$ cat config.mk
export PLATFORM = sky130hd
export DESIGN_NAME = pipelined_barrel_shifter
export DESIGN_NICKNAME = d
export VERILOG_FILES = /design/src/rtl/pipelined_barrel_shifter.sv
export SDC_FILE = /design/constraint.sdc
export NUM_CORES = 1
export LEC_CHECK = 0
export BUFFER_PORTS_ARGS = -buffer_cell sky130_fd_sc_hd__buf_2
export CAP_MARGIN = 0
export CORE_MARGIN = 2
export CORE_UTILIZATION = 47
export CTS_CLUSTER_SIZE = 20
export DETAILED_ROUTE_END_ITERATION = 12
export PLACE_DENSITY = 0.67
export SYNTH_ARGS = -nofsm -noshare
export SYNTH_HDL_FRONTEND = slang
export SYNTH_SLANG_ARGS = --single-unit
export TNS_END_PERCENT = 10
$ cat constraint.sdc
create_clock -name clk -period 2.1 [get_ports clk]
set_input_delay 0.21 -clock clk [delete_from_list [all_inputs] [get_ports clk]]
set_output_delay 0.21 -clock clk [all_outputs]
set_load 0.02 [all_outputs]
$ cat src/rtl/pipelined_barrel_shifter.sv
// Pipelined LSR/LSL/ASR/ROR barrel shifter on a 2**N-bit operand. Stage k applies the
// 2**k shift, and valid/ready handshaking lets the chain stall without losing ops.
module pipelined_barrel_shifter #(
  parameter int N = 3
) (
  input  logic                clk,
  input  logic                reset,
  input  logic                in_valid,
  output logic                in_ready,
  input  logic [(2**N)-1:0]   a,
  input  logic [N-1:0]        amt,
  input  logic [1:0]          op,
  output logic                out_valid,
  input  logic                out_ready,
  output logic [(2**N)-1:0]   y,
  output logic                busy
);

  localparam int W = 2**N;

  localparam logic [1:0] OP_LSR = 2'b00;
  localparam logic [1:0] OP_LSL = 2'b01;
  localparam logic [1:0] OP_ASR = 2'b10;
  localparam logic [1:0] OP_ROR = 2'b11;

  // One stage's work: shift by 2**k when enabled. ASR fills from the carried operand sign.
  function automatic logic [W-1:0] shift_stage(input logic [W-1:0] d, input logic en,
                                               input int k, input logic [1:0] o,
                                               input logic sgn);
    logic [W-1:0] r;
    logic [W-1:0] fill;
    int           s;
    s    = 1 << k;
    fill = ~({W{1'b1}} >> s);
    if (!en) begin
      r = d;
    end else begin
      case (o)
        OP_LSR:  r = d >> s;
        OP_LSL:  r = d << s;
        OP_ASR:  r = (d >> s) | (sgn ? fill : {W{1'b0}});
        OP_ROR:  r = (d >> s) | (d << (W - s));
        default: r = d;
      endcase
    end
    return r;
  endfunction

  logic [N-1:0] vld_q, vld_d;
  logic [W-1:0] data_q [N];
  logic [W-1:0] data_d [N];
  logic [N-1:0] amt_q  [N];
  logic [N-1:0] amt_d  [N];
  logic [1:0]   op_q   [N];
  logic [1:0]   op_d   [N];
  logic         sgn_q  [N];
  logic         sgn_d  [N];
  logic [N-1:0] load_s;
  logic         unused_s;

  // A stage may load when some stage at or above it has a hole, or the output drains.
  for (genvar k = 0; k < N; k++) begin : g_load
    assign load_s[k] = ~(&vld_q[N-1:k]) | out_ready;
  end

  // Next-state for every stage: hold by default, otherwise take the shifted upstream op.
  always_comb begin
    vld_d  = vld_q;
    data_d = data_q;
    amt_d  = amt_q;
    op_d   = op_q;
    sgn_d  = sgn_q;
    if (load_s[0]) begin
      vld_d[0] = in_valid;
      if (in_valid) begin
        data_d[0] = shift_stage(a, amt[0], 0, op, a[W-1]);
        amt_d[0]  = amt;
        op_d[0]   = op;
        sgn_d[0]  = a[W-1];
      end else begin
        data_d[0] = data_q[0];
      end
    end else begin
      vld_d[0] = vld_q[0];
    end
    for (int k = 1; k < N; k++) begin
      if (load_s[k]) begin
        vld_d[k] = vld_q[k-1];
        if (vld_q[k-1]) begin
          data_d[k] = shift_stage(data_q[k-1], amt_q[k-1][k], k, op_q[k-1], sgn_q[k-1]);
          amt_d[k]  = amt_q[k-1];
          op_d[k]   = op_q[k-1];
          sgn_d[k]  = sgn_q[k-1];
        end else begin
          data_d[k] = data_q[k];
        end
      end else begin
        vld_d[k] = vld_q[k];
      end
    end
  end

  // Stage registers; reset drops every in-flight op and clears the data path.
  always_ff @(posedge clk) begin
    if (reset) begin
      vld_q <= {N{1'b0}};
      for (int k = 0; k < N; k++) begin
        data_q[k] <= {W{1'b0}};
        amt_q[k]  <= {N{1'b0}};
        op_q[k]   <= 2'b00;
        sgn_q[k]  <= 1'b0;
      end
    end else begin
      vld_q  <= vld_d;
      data_q <= data_d;
      amt_q  <= amt_d;
      op_q   <= op_d;
      sgn_q  <= sgn_d;
    end
  end

  assign in_ready  = load_s[0];
  assign out_valid = vld_q[N-1];
  assign y         = data_q[N-1];
  assign busy      = |vld_q;

  // The final stage's control fields have no consumer downstream.
  assign unused_s = ^{amt_q[N-1], op_q[N-1], sgn_q[N-1]};

endmodule
# --- Yosys cells after proc, flatten, opt, wreduce, memory -nomap -nowiden ---
# Index checks and enable logic that the tools add are counted.
word_totals:
  elab_cells: 51
  ff_bits: 39
  output_inout_bits: 11
  input_bits: 17
classes:
  reduce_logical: 9
  bitwise: 12
  n_eq_ne: 9
  n_mux: 9
ops:
  columns: ["operator", "count"]
  rows:
  - ["$pmux W8 S4", 3]
  - ["$mux W8", 6]
  - ["$or A4 B8 Y8", 2]
  - ["$or A6 B8 Y8", 2]
  - ["$or A7 B8 Y8", 2]
  - ["$eq A2 B2 Y1 const B", 6]
  - ["$reduce_and A2 Y1", 4]
  - ["$eq A2 B1 Y1 const B", 3]
  - ["$logic_not A2 Y1", 3]
  - ["$not A1 Y1", 3]
  - ["$or A1 B1 Y1", 3]
  - ["$reduce_and A3 Y1", 1]
  - ["$reduce_or A3 Y1", 1]

# --- Depth between registers and ports, before layout ---
logic_depth:
  depth_word: 4
  depth_mapped: 6
  mapped_depth_nobuf: 4

# --- Worst setup path after synthesis ---
# Ideal clock, no wire load.
synth_path:
  kind: "reg-to-reg"
  startpoint: "register vld_q[2]"
  endpoint: "register data_q[23] (netlist bit)"
  path_buffers: 1
  path_stages_with_launch: 6
  period_less_slack_ps: 1412
  setup_time_ps: 133
  slack_ps: 688
  required_time_ps: 1967
  arrival_time_ps: 1280
  cell_sequence: "dfxtp_1 -> nand4b_2 -> and2_1 -> buf_2 -> nor2_1 -> a211oi_2"
synth_via:
  elab_chain_len: 4
synth_rtl:
  columns: ["item", "line", "rtl"]
  rows:
  - ["start: declaration", "49", "logic [N-1:0] vld_q, vld_d;"]
  - ["start signal: assignment", "106", "vld_q <= {N{1'b0}};"]
  - ["start signal: assignment", "114", "vld_q <= vld_d;"]
  - ["$reduce_and A3 Y1", "63", "assign load_s[k] = ~(&vld_q[N-1:k]) | out_ready;"]
  - ["$not A1 Y1", "63", null]
  - ["$or A1 B1 Y1", "63", null]
  - ["via in_ready", "9", "output logic in_ready,"]
  - ["$reduce_and A2 Y1 (no source line)", null, null]
  - ["end signal: indexed assignment", "108", "data_q[k] <= {W{1'b0}};"]
  - ["end signal: assignment", "115", "data_q <= data_d;"]
  - ["end: declaration", "50", "logic [W-1:0] data_q [N];"]
# The timed path passes the listed nets, and every way through them passes these cells.
# A chain may end at the register's enable or synchronous reset.

# --- Final worst setup path ---
layout_path:
  startpoint: "register vld_q[1]"
  endpoint: "output busy"
layout_via:
  elab_chain_len: 1
layout_rtl:
  columns: ["item", "line", "rtl"]
  rows:
  - ["$reduce_or A3 Y1", "125", "assign busy = |vld_q;"]
  - ["end: declaration", "16", "output logic busy"]
# Every way passes these cells.

==> flow_metrics.py <==
metrics = {
    "final_layout": {
        "multi_input_area_um2": 926,
        "diodes": 0,
        "fill_cells": 368,
        "seq_area_um2": 721,
        "layout.nets": 250,
        "drive_gt1_share_pct": 17.1,
        "area_delta_synth_final_pct": 8.59,
    },
    "global_route": {
        "grt_pass1_wl_mm": 5.98,
        "grt_max_degree": 37,
        "grt-ovfl-total": 0,
        "grt_usage_pct": 18.0,
        "grt_pass1_vias": 1357,
        "antenna_found_initial": 0,
    },
    "timing": {
        "maxSlewHeadroom_pct": 55.6,
        "setup-tns-final_ns": 0,
        "tightest_slew_ns": 0.667,
        "setup-violations-final": 0,
        "hold_viol": 0,
        "fin_crit_ns": 1.41,
        "setup_ws_ns": 0.692,
        "fin_crit_sh_pct": 67.1,
        "finClkSkew_ns": 0.00333,
        "timing.fmax_mhz": 710,
        "slew_viol_final": 0,
        "rsz0062_at_grt": "no",
    },
    "synthesis": {
        "postSynthCellCount": 222,
        "ys_ff_latch": 36,
        "synth_top_cell_area_share_pct": 40.2,
        "synth.distinct_cells": 27,
        "synth_fp_nets": 239,
        "async_reset_ff_share_pct": 0,
        "synth-edff-count": 0,
        "syn_avg_cell_area_um2": 8.07,
        "yosysSeqAreaShare_pct": 40.2,
        "netlist_area_um2": 1790,
        "synthTopCellsByArea": "dfxtp_1 40%, nand2_1 8.4%, a21oi_1 7.5%, mux2i_1 6.7%, a211o_1 4.9%",
        "synth_ff_type": "dfxtp_1",
        "ys_warn_count": 0,
        "synth_area_leader_cell": "dfxtp_1",
    },
    "routing": {
        "drt-total-wl_mm": 3.39,
        "wl_per_cell_um": 12.0,
        "avgViaCountPerCell": 5.26,
        "first_pass_iters": 4,
        "drt-initial-drc-count": 52,
        "drc": 0,
        "via_count": 1482,
        "final_antenna_net_count": 0,
    },
    "critical_path": {
        "cp-end-kind": "primary output",
        "start_kind": "register",
        "crit_type": "reg2out",
        "required_ns": 1.89,
        "critPathMaxFanout": 7,
        "cp.arrival_ns": 1.20,
    },
    "die": {
        "dieArea_um2": 4320,
        "core_um2": 3660,
        "die_w_um": 65.7,
        "die_h_um": 65.7,
        "io_pins": 28,
        "start_util_pct": 48.9,
        "rows": 22,
    },
    "power": {
        "powerDensity_nw_per_um2": 729,
        "vdd_drop_max_uv": 416,
        "p_leak_nw": 0.799,
    },
    "cts": {
        "clk_pin_slew_ns": 0.07,
        "tritoncts": "built",
        "cts_made_buffers": 5,
        "htree_levels": 2,
        "cts_setup_buffers": 0,
        "clk_root_buffer_cell": "clkbuf_8",
        "clock_sinks": 36,
        "max-clock-path-buffers": 2,
        "clock_latency_ns": 0.29,
        "cts_resized": 0,
        "hold_buffers": 0,
    },
    "outcome": {
        "status": "complete, no violations",
    },
    "min_path": {
        "hp-class": "in2reg",
    },
    "placed_design": {
        "dp_slack_ns": 0.694,
        "gp_congestion": 0.714,
        "place_hpwl_mm": 2.43,
        "port_buffers": 27,
    },
    "job": {
        "maxCapViolations": 0,
    },
}
==> state kept, by name, summed over array words and instances (netlist names) <==
| register | cells |
|---|---|
| data_q | 16 |
| y | 8 |
| op_q | 4 |
| amt_q | 3 |
| vld_q | 3 |
| sgn_q | 2 |
==> worst paths after layout <==
path	startpoint	slack [ns]	to	cells after the start
max	vld_q[1]	0.69	busy	2
max reg2reg	vld_q[2]	0.72	y[5]	4
min reg2reg	y[5]	0.45	y[5]	2
min	amt[2]	0.16	amt_q[8]	3
==> stage by stage <==
step	total power, mW	util, %	instances	instance area (um2)	hold WS [ns]
global placement	0.931	50.6	274	1850	0.439
global route	1.49	53.1	282	1950	0.160
detailed placement	0.933	50.6	274	1850	0.440
finish	1.42	53.1	282	1950	0.156
CTS	1.43	53.1	282	1950	0.152
floorplan	0.892	-	222	1790	0.339
==> where the power goes <==
part,switching (mW),leakage (nW),internal [mW]
logic,0.0943,0.453,0.0717
clock network,0.242,0.0510,0.262
registers,0.0341,0.295,0.715
total,0.370,0.799,1.05
==> placed cells by master (no fill, tap or decap), types with 2 or more instances in the layout <==
master    netlist  routed
mux2i_1        12      12
nor2b_1        11      11
nand2b_1        4       4
nand3_1         4       4
dfxtp_1        36      36
clkbuf_8        0       6
nand2_1        40      40
o21ai_0         2       2
nor3_1          7       7
nand3b_1        2       2
buf_2           5      27
a311oi_1        7       7
clkinv_2        0       2
a211o_1        10      10
inv_1           3       3
o211ai_1        4       4
a21oi_1        27      27
o221ai_1        2       2
nor2_1         20      20
==> layout make-up <==
| type | count | area share, % |
|---|---|---|
| multi-input combinational | 160 | 47.6 |
| clock inverter | 2 | 0.514 |
| sequential | 36 | 37.0 |
| tap | 48 | 3.09 |
| clock buffer | 6 | 4.24 |
| inverter | 3 | 0.579 |
| timing repair buffer | 27 | 6.95 |
==> cell families after synthesis <==
family | share of synthesized area [%]
and+or+nand+nor | 23.6
AOI/OAI and AO/OA | 20.7
DFF | 40.2
buffers and inverters | 8.10
muxes | 7.33
==> synthesized netlist by cell type, types with 4 or more instances <==
master / number
nand2_1: 40
dfxtp_1: 36
a21oi_1: 27
nor2_1: 20
mux2i_1: 12
buf_4: 11
nor2b_1: 11
a211o_1: 10
a311oi_1: 7
clkbuf_1: 7
nor3_1: 7
buf_2: 5
nand2b_1: 4
nand3_1: 4
o211ai_1: 4
==> critical path, cell delays in order, from the launching register on <==
cell and delay [ns]:
dfxtp_1 0.37, or3_1 0.37, buf_2 0.16
==> per-layer routing <==
metal	global-route usage, %	share of wire [%]
met3	5.48	4.1
met1	21.8	48
met4	7.03	1.8
met5	0	0
met2	29.7	46
Note: power is estimated with default switching activity, not from simulation.
